<file path="config.mk">
export PLATFORM = sky130hd
export DESIGN_NAME = video_timing
export DESIGN_NICKNAME = d
export VERILOG_FILES = /design/src/rtl/video_timing.sv
export SDC_FILE = /design/constraint.sdc
export NUM_CORES = 1
export LEC_CHECK = 0
export CELL_PAD_IN_SITES_DETAIL_PLACEMENT = 0
export CELL_PAD_IN_SITES_GLOBAL_PLACEMENT = 1
export CORE_MARGIN = 2
export CORE_UTILIZATION = 35
export CTS_CLUSTER_DIAMETER = 40
export DETAILED_ROUTE_END_ITERATION = 7
export GPL_TIMING_DRIVEN = 0
export HOLD_SLACK_MARGIN = 0.05
export PLACE_DENSITY = 0.65
export SLEW_MARGIN = 10
export SYNTH_ARGS = -nofsm -noshare
export SYNTH_HDL_FRONTEND = slang
export SYNTH_SLANG_ARGS = --single-unit
</file>
<file path="constraint.sdc">
create_clock -name hdmi_clk -period 2.8 [get_ports hdmi_clk]
set_clock_uncertainty 0.1 [all_clocks]
set_input_delay 0.7 -clock hdmi_clk [delete_from_list [all_inputs] [get_ports hdmi_clk]]
set_output_delay 0.7 -clock hdmi_clk [all_outputs]
set_load 0.02 [all_outputs]
</file>
<file path="src/rtl/video_timing.sv">
// video_timing: free-running raster counter driving pixel coordinates to the pixel
// source and a sync vector delayed to line up with the source's rgb output.
module video_timing #(
   parameter int   H_ACTIVE = 640,
   parameter int   H_FP     = 16,
   parameter int   H_SYNC   = 96,
   parameter int   H_BP     = 48,
   parameter int   V_ACTIVE = 480,
   parameter int   V_FP     = 10,
   parameter int   V_SYNC   = 2,
   parameter int   V_BP     = 33,
   parameter logic H_POL    = 1'b0,
   parameter logic V_POL    = 1'b0,
   parameter int   LATENCY  = 2
) (
   input  logic        hdmi_clk,
   input  logic        reset,
   output logic [10:0] pix_x,
   output logic [9:0]  pix_y,
   output logic        pix_valid,
   output logic        line_start,
   output logic        frame_start,
   output logic [2:0]  hve_sync
);
   localparam logic [10:0] H_A  = 11'(H_ACTIVE);
   localparam logic [10:0] H_S0 = 11'(H_ACTIVE + H_FP);
   localparam logic [10:0] H_S1 = 11'(H_ACTIVE + H_FP + H_SYNC);
   localparam logic [10:0] H_L  = 11'(H_ACTIVE + H_FP + H_SYNC + H_BP - 1);
   localparam logic [9:0]  V_A  = 10'(V_ACTIVE);
   localparam logic [9:0]  V_S0 = 10'(V_ACTIVE + V_FP);
   localparam logic [9:0]  V_S1 = 10'(V_ACTIVE + V_FP + V_SYNC);
   localparam logic [9:0]  V_L  = 10'(V_ACTIVE + V_FP + V_SYNC + V_BP - 1);
   localparam logic [2:0]  SYNC_RST = {1'b0, ~V_POL, ~H_POL};

   logic [10:0] h_q, h_d, pix_x_q, pix_x_d;
   logic [9:0]  v_q, v_d, pix_y_q, pix_y_d;
   logic        pix_valid_q, pix_valid_d, line_start_q, line_start_d, frame_start_q, frame_start_d;
   // sync_q[0] is registered alongside pix_*, each further stage adds one cycle
   logic [2:0]  sync_q [LATENCY+1];
   logic [2:0]  sync_d [LATENCY+1];

   always_comb begin
      h_d           = (h_q == H_L) ? '0 : h_q + 11'd1;
      v_d           = (h_q != H_L) ? v_q : (v_q == V_L) ? '0 : v_q + 10'd1;
      pix_x_d       = (h_q < H_A) ? h_q : '0;
      pix_y_d       = (v_q < V_A) ? v_q : '0;
      pix_valid_d   = (h_q < H_A) && (v_q < V_A);
      line_start_d  = h_q == '0;
      frame_start_d = (h_q == '0) && (v_q == '0);
      sync_d[0]     = {pix_valid_d,
                       (v_q >= V_S0 && v_q < V_S1) ? V_POL : ~V_POL,
                       (h_q >= H_S0 && h_q < H_S1) ? H_POL : ~H_POL};
      for (int i = 1; i <= LATENCY; i++) sync_d[i] = sync_q[i-1];
   end

   always_ff @(posedge hdmi_clk or posedge reset) begin
      if (reset) begin
         h_q           <= '0;
         v_q           <= '0;
         pix_x_q       <= '0;
         pix_y_q       <= '0;
         pix_valid_q   <= 1'b0;
         line_start_q  <= 1'b0;
         frame_start_q <= 1'b0;
         for (int i = 0; i <= LATENCY; i++) sync_q[i] <= SYNC_RST;
      end else begin
         h_q           <= h_d;
         v_q           <= v_d;
         pix_x_q       <= pix_x_d;
         pix_y_q       <= pix_y_d;
         pix_valid_q   <= pix_valid_d;
         line_start_q  <= line_start_d;
         frame_start_q <= frame_start_d;
         for (int i = 0; i <= LATENCY; i++) sync_q[i] <= sync_d[i];
      end
   end

   assign pix_x       = pix_x_q;
   assign pix_y       = pix_y_q;
   assign pix_valid   = pix_valid_q;
   assign line_start  = line_start_q;
   assign frame_start = frame_start_q;
   assign hve_sync    = sync_q[LATENCY];
endmodule

</file>
* Yosys cells after proc, flatten, opt, wreduce, memory -nomap -nowiden
Index checks and enable logic that the tools add are counted.
** Word-level totals
- RAM bits :: 0
- Latch bits :: 0
- Flip-flop bits (word level) :: 54
- Input port bits :: 2
- Output and inout port bits :: 27
- Memory bits (read-only) :: 0
- Memories :: 0
- Logic and storage cells :: 33
** Cells by class
- Bitwise operators :: 0
- Shift-type cells :: 0
- Order comparisons :: 6
- $add $sub $neg :: 2
- $mul :: 0
- Multiplexer cells :: 6
- Reduce and logical (&&, ||, !) cells :: 6
- Div/mod/pow operators :: 0
- Eq/ne operators :: 3
** Operators with widths (number)
- < comparator 11 x 10 -> 1 bit, second input constant :: 2
- two-way mux 11 bit :: 2
- < comparator 10 x 9 -> 1 bit, second input constant :: 2
- two-way mux 10 bit :: 2
- adder 11 x 1 -> 11 bit, second input constant :: 1
- equality test 11 x 10 -> 1 bit, second input constant :: 1
- >= comparator 11 x 10 -> 1 bit, second input constant :: 1
- zero test 11 bit :: 1
- != test 11 x 10 -> 1 bit, second input constant :: 1
- adder 10 x 1 -> 10 bit, second input constant :: 1
- equality test 10 bit, second input constant :: 1
- >= comparator 10 x 9 -> 1 bit, second input constant :: 1
- zero test 10 bit :: 1
- logical AND 1 bit :: 4
- two-way mux 1 bit :: 2

* Logic depth before layout (Yosys ltp)
Gate-level depths: netlist of the first run.
- Depth in word-level cells :: 3
- Depth in mapped cells :: 6
- Depth with buffers taken out :: 6

* Worst setup path after synthesis of the first run
Ideal clock, no wire load.
- Path kind :: register -> register
- Start point :: register h_q[0]
- End point :: register v_q[5]
- Required time :: 2.621 ns
- Library setup time :: 0.079 ns
- Stages on the path, launching flop included :: 7
- Data arrival time :: 1.492 ns
- Path buffers :: 1
- Slack :: 1.129 ns
- Path through :: dfrtp_1 > ha_1 > and4_4 > nand4b_2 > buf_6 > nor4_4 > xor2_1
** On the way
- Word-level cells in the longest chain between the ends :: 1
** RTL lines
- start: declaration :: line 35 : logic [10:0] h_q, h_d, pix_x_q, pix_x_d;
- start signal: assignment :: line 58 : h_q <= '0;
- start signal: assignment :: line 67 : h_q <= h_d;
- != test 11 x 10 -> 1 bit :: line 44 : v_d = (h_q != H_L) ? v_q : (v_q == V_L) ? '0 : v_q + 10'd1;
- end signal: assignment :: line 68 : v_q <= v_d;
- end: declaration :: line 36 : logic [9:0] v_q, v_d, pix_y_q, pix_y_d;
No other way between the ends.
A chain may end at the register's enable or synchronous reset.

* Final worst setup path of the first run
- Start point :: register sync_q, in the netlist hve_sync[0]
- End point :: output port hve_sync[0]
** RTL lines
- start: declaration :: line 39 : logic [2:0] sync_q [LATENCY+1];
- end: declaration :: line 23 : output logic [2:0] hve_sync
No word-level cell between the ends.

==> results of run 1 <==
## layer usage
metal  vias up  part of all wire  global-route usage
li1        693                 -                   -
met1       692              0.51               0.186
met2        25              0.44               0.194
met3         6             0.036              0.0359
met4         0             0.017              0.0541
met5         -                 0                   0
## synthesized netlist by cell type
| library cell | count | area (um2) |
|---|---|---|
| and3_1 | 2 | 12.5 |
| or4b_1 | 1 | 10.0 |
| nand2b_1 | 1 | 6.26 |
| a211o_1 | 1 | 8.76 |
| and4_1 | 1 | 8.76 |
| o21ai_0 | 6 | 30.0 |
| and2_1 | 18 | 113 |
| a31oi_1 | 1 | 6.26 |
| nand2_1 | 17 | 63.8 |
| nor2b_1 | 1 | 6.26 |
| and4b_1 | 1 | 10.0 |
| inv_1 | 6 | 22.5 |
| o21a_1 | 1 | 7.51 |
| and2_0 | 1 | 6.26 |
| nor4b_1 | 2 | 17.5 |
| nor4_1 | 1 | 6.26 |
| o21ai_1 | 3 | 15.0 |
| ha_1 | 4 | 50.1 |
| nor3_1 | 5 | 25.0 |
| nor4_4 | 2 | 42.5 |
| buf_6 | 1 | 11.3 |
| nor4b_2 | 1 | 15.0 |
| and4_4 | 1 | 11.3 |
| a21oi_1 | 2 | 10.0 |
| nand4b_2 | 1 | 15.0 |
| nand3_1 | 5 | 25.0 |
| a41oi_1 | 2 | 17.5 |
| xnor2_1 | 3 | 26.3 |
| dfrtp_1 | 47 | 1180 |
| dfstp_2 | 6 | 158 |
| nor4b_4 | 1 | 23.8 |
| clkbuf_1 | 6 | 22.5 |
| a21o_1 | 1 | 7.51 |
| o211ai_1 | 1 | 7.51 |
| or2_2 | 1 | 6.26 |
| nand4_1 | 5 | 31.3 |
| nor2_1 | 13 | 48.8 |
| buf_2 | 1 | 5.00 |
| xor2_1 | 8 | 70.1 |
| conb_1 | 1 | 3.75 |
| or4_1 | 1 | 7.51 |
## cells in the final DEF (no fill, tap or decap), types with 2 or more instances in the layout
cell type        count
o21ai_1              3
nor4b_1              2
clkdlybuf4s50_1     28
a21oi_1              2
xnor2_1              3
ha_1                 4
xor2_1               8
nand4_1              5
dfstp_2              6
conb_1               2
clkbuf_8             5
nand3_1              5
o21ai_0              6
nor3_1               5
and3_1               2
clkbuf_1             7
a41oi_1              2
nor2_1              13
dfrtp_1             47
nor4_4               2
nand2_1             17
inv_1                5
and2_1              18
## through the flow
step                total power, mW  cells  setup TNS [ns]  setup WS [ns]
floorplan                     0.795    184               0          0.724
global placement              0.804    287          -13.32         -0.286
detailed placement            0.807    288               0          0.871
CTS                            1.33    296               0          0.558
global route                   1.37    296               0          0.514
finish                         1.31    296               0          0.579
## power by group
part | switching (mW) | total [mW] | leakage, nW | internal, mW
combinational | 0.0173 | 0.0239 | 0.495 | 0.00658
sequential | 0.000291 | 0.767 | 0.675 | 0.767
clock | 0.249 | 0.517 | 0.0554 | 0.269
## state kept, by name, indices dropped and copies added (netlist names)
register,count
h_q,11
pix_x,11
pix_y,10
v_q,10
sync_d,5
hve_sync,3
frame_start,1
line_start,1
pix_valid,1
## final cells by class
type	count	area, um2	share of cell area
flip-flops and latches	53	1330	0.498
multi-input cells	117	776	0.290
repair buffers	29	300	0.112
well taps	75	93.8	0.0351
clock buffers	6	72.6	0.0271
clock inverters	2	38.8	0.0145
plain buffers	8	38.8	0.0145
inverters	6	22.5	0.00842
## worst max path at each step
stage | end | cells after the start | slack (ns)
after floorplan | frame_start | 1 | 0.72
after global placement | pix_x[9] | 2 | -0.29
after detailed placement | frame_start | 6 | 0.87
after CTS | hve_sync[0] | 1 | 0.56
after global routing | hve_sync[1] | 1 | 0.51
final | hve_sync[0] | 1 | 0.58
## cells by family after synthesis
family,count (synthesis)
adder cells (fa/ha/maj),4
XOR/XNOR,11
buffers and inverters,14
AO/OA/AOI/OAI,18
flip-flops,53
AND/OR/NAND/NOR,82
other,1
==> reports/qor.csv, run 1 <==
stage,metric,value,unit
setup_path,Worst setup SP type,register,
hold_path,hold path startpoint,sync_d[1],
sta,Final min period,2.22,ns
run_status,status,"finished, final reports clean",
setup_path,CP cell instances,clkdlybuf4s50_1,
grt,pin count of the biggest net entering global routing,29,
sta,Slew @ Worst Pin,0.576,ns
final_layout,ratio of cells with drive above 1 in the final layout,0.109,
grt,first-pass GRT wire length,6690,um
drt,Post-DRT Antenna Nets,0,
cts,H-tree depth,2,
power_and_ir_drop,worst vdd ir,0.000188,V
cts,Longest Clk Path Bufs,2,
power_and_ir_drop,Lkg Pwr,1.23,nW
final_layout,cell area after layout,2680,um2
grt,GRT Util Overall,0.133,
cts,root buffer cell,clkbuf_8,
sta,Fmax,450,MHz
synth,count of unique library cells instantiated by Yosys,41,
sta,Max-Slew Margin vs Limit,0.615,
final_layout,Fill cells,567,
setup_path,Crit Path Category,register to output pin,
synth,Mapped Area,2170,um2
setup_path,crit path from,hve_sync[0],
sta,fin. max-slew vios,0,
floorplan,Die Span Y,82.7,um
drt,DR vias/cell,4.78,
setup_path,"setup slack, reg-to-reg",0.84,ns
synth,"Warnings, synthesis",0,
drt,vias,1416,
synth,mux contribution to synthesized area,0,
synth,largest family of logic cells by synthesized area,simple AND/OR/NAND/NOR gates,
flow_run,Max-cap violations,0,
final_layout,n_diodes,0,
cts,# hold bufs at CTS,0,
placed_design,"Cell Area, Placed",2560,um2
cts,clock edge transition at the registers on the reported setup and hold paths,0.09,ns
synth,syn avg cell area,11.8,um2
setup_path,RR Endpoint,frame_start,
setup_path,R2R depth,6,
floorplan,Initial Util,0.364,
hold_path,Hold Path End,hve_sync[1],
sta,RSZ-0062 raised after global routing,no,
synth,Yosys reg bits,53,
cts,CTS tree,yes,
sta,fraction of the cycle the final worst path needs,0.793,
hold_path,hold depth,0,
grt,aggregate global routing overflow,0,
hold_path,Hold/Removal Path Class,register to register,
sta,# setup viols final,0,
grt,initial antenna violation count,0,
power_and_ir_drop,power density cells,489,nW/um2
cts,post-CTS setup buffer count,0,
synth,Post-Synth Adder-Cell Area,0.0231,
setup_path,critical path arrival,1.42,ns
setup_path,Worst Path Max Fanout,1,
placed_design,GPL Wtd Cong,0.746,
synth,Synth Area in Compound Gates,0.0508,
floorplan,IO Pins,29,
sta,final hold violations,0,
sta,hold slack,0.259,ns
synth,xor/xnor share of the synthesized area,0.0445,
floorplan,core area,5960,um2
drt,Routed WL,3810,um
drt,residual DRC count,0,
drt,WL/cell,12.9,um
drt,Iter 0 DRT Violations,66,
cts,cts repair resizes,0,
synth,sequential area share after synthesis,0.615,
setup_path,CP Data Required Time,2.00,ns
setup_path,CP peak stage delay,0.59,ns
placed_design,IO buf count,28,
floorplan,die area,6840,um2
cts,CTS sink count,53,
synth,Post-Synth Simple-Gate Area,0.236,
placed_design,Final HPWL DP,2680,um
final_layout,number of nets in the layout,226,
floorplan,FP Rows,28,
setup_path,family with the most delay on the worst path,buffers and inverters,
cts,insertion delay to the later sink of the worst-skew pair,0.30,ns
final_layout,synthesis-to-finish area growth,23.5,%
setup_path,r2r startpoint,v_q[0],
setup_path,CP bufs+invs,1,
grt,vias in the first global route,1376,
synth,Post-Syn Instances,183,
setup_path,slowest CP cell,clkdlybuf4s50_1,
floorplan,die width,82.7,um
drt,DRT Pass-1 Iters,4,
setup_path,CP Capture Type,output pin,
final_layout,fin util,0.449,
cts,cts bufs inserted,5,
Note: power is estimated with default switching activity, not from simulation.
==> run 2: changes to the inputs <==
Settings changed: PLACE_DENSITY 0.65 to 0.67.
Clock period 2.8 ns to 1.86 ns, I/O delays scaled along.
==> reports/qor.csv, run 2 (synthesis gave the netlist of run 1 again) <==
stage,metric,value,unit
run_status,status,"finished, final reports clean",
cts,H-tree depth,2,
drt,DRT Pass-1 Iters,4,
drt,Iter 0 DRT Violations,77,
setup_path,Crit Path Category,register to output pin,
setup_path,CP peak stage delay,0.59,ns
grt,aggregate global routing overflow,0,
sta,Final Worst Setup Slack,0.0630,ns
placed_design,GPL Wtd Cong,0.766,
cts,Longest Clk Path Bufs,2,
setup_path,Worst setup SP type,register,
floorplan,core area,5960,um2
sta,fin. max-slew vios,0,
power_and_ir_drop,power density cells,706,nW/um2
sta,hold slack,0.257,ns
setup_path,Worst Path Max Fanout,1,
drt,vias,1408,
drt,WL/cell,12.8,um
placed_design,pre-CTS setup slack,-0.0418,ns
setup_path,CP Data Required Time,1.29,ns
placed_design,"Cell Area, Placed",2560,um2
final_layout,synthesis-to-finish area growth,28.3,%
drt,Routed WL,3870,um
power_and_ir_drop,Lkg Pwr,1.31,nW
floorplan,Initial Util,0.364,
final_layout,"commonest non-fill, non-tap cell in the layout",dfrtp_1,
sta,Final min period,1.80,ns
cts,CTS sink count,53,
setup_path,critical path arrival,1.23,ns
setup_path,CP Capture Type,output pin,
final_layout,ratio of cells with drive above 1 in the final layout,0.180,
grt,vias in the first global route,1310,
hold_path,Hold/Removal Path Class,register to register,
sta,# setup viols final,0,
floorplan,die width,82.7,um
sta,fraction of the cycle the final worst path needs,0.966,
drt,residual DRC count,0,
final_layout,"commonest non-fill, non-tap cells in the layout","dfrtp_1 (45), clkdlybuf4s50_1 (23), and2_1 (18)",
final_layout,number of nets in the layout,233,
setup_path,family with the most delay on the worst path,buffers and inverters,
sta,Fmax,556,MHz
cts,cts bufs inserted,5,
sta,final hold violations,0,
drt,Post-DRT Antenna Nets,0,
placed_design,Final HPWL DP,2610,um
cts,clock edge transition at the registers on the reported setup and hold paths,0.09,ns
setup_path,slowest CP cell,clkdlybuf4s50_1,
flow_run,Max-cap violations,0,
setup_path,CP cell instances,clkdlybuf4s50_1,
grt,GRT Util Overall,0.129,
grt,initial antenna violation count,0,
floorplan,Die Span Y,82.7,um
drt,DR vias/cell,4.65,
cts,root buffer cell,clkbuf_8,
floorplan,FP Rows,28,
floorplan,die area,6840,um2
setup_path,CP bufs+invs,1,
cts,insertion delay to the later sink of the worst-skew pair,0.30,ns
final_layout,n_diodes,0,
final_layout,cell area after layout,2780,um2
cts,# hold bufs at CTS,0,
grt,first-pass GRT wire length,6540,um
power_and_ir_drop,worst vdd ir,0.000359,V
cts,CTS tree,yes,
placed_design,IO buf count,28,
grt,pin count of the biggest net entering global routing,40,
floorplan,IO Pins,29,
==> run 2: metrics by stage <==
stage | util | instances | total power, mW | setup TNS (ns)
global placement | 0.427 | 287 | 1.21 | -48.97
finish | 0.467 | 303 | 1.96 | 0
CTS | 0.451 | 297 | 1.99 | 0
floorplan | - | 184 | 1.20 | 0
detailed placement | 0.431 | 288 | 1.22 | -0.0418
global route | 0.467 | 303 | 2.03 | -0.0283
==> run 2: cell type report <==
class                           count  area [um2]
Sequential cell                    53        1340
Fill cell                         584        3180
Tap cell                           75        93.8
Clock buffer                        6        72.6
Clock inverter                      2        35.0
Timing Repair Buffer               37         365
Inverter                            6        22.5
Buffer                              7        35.0
Multi-Input combinational cell    117         820
==> run 2: final timing paths <==
path / start / to / slack, ns / cells past startpoint
max: pix_x[8] / pix_x[8] / 0.06 / 1
min: sync_d[2] / hve_sync[2] / 0.26 / 0
max reg2reg: h_q[1] / v_q[5] / 0.11 / 6
min reg2reg: sync_d[2] / hve_sync[2] / 0.26 / 0
max in group asynchronous: reset / sync_d[3] / 0.75 / 3
min in group asynchronous: reset / pix_y[8] / 0.33 / 2
==> run 2: timing repair <==
action / in CTS / in global routing
pin swaps: 0 / 2
cloned: 0 / 0
setup buffers: 1 / 7
gates resized for setup: 4 / 12
setup endpoints to repair: 3 / 12
==> run 2: routing by layer <==
| metal | wire length, um | GRT usage | vias up |
|---|---|---|---|
| met4 | 75 | 0.0541 | 0 |
| met2 | 1680 | 0.180 | 21 |
| met5 | 0 | 0 | - |
| met3 | 114 | 0.0293 | 5 |
| met1 | 2000 | 0.190 | 678 |
| li1 | - | - | 704 |
==> run 2: where the power goes <==
part           switching [mW]  internal (mW)  total [mW]  leakage (nW)
Combinational          0.0264         0.0100      0.0364         0.581
Clock                   0.371          0.400       0.771        0.0552
Sequential           0.000416           1.15        1.15         0.672
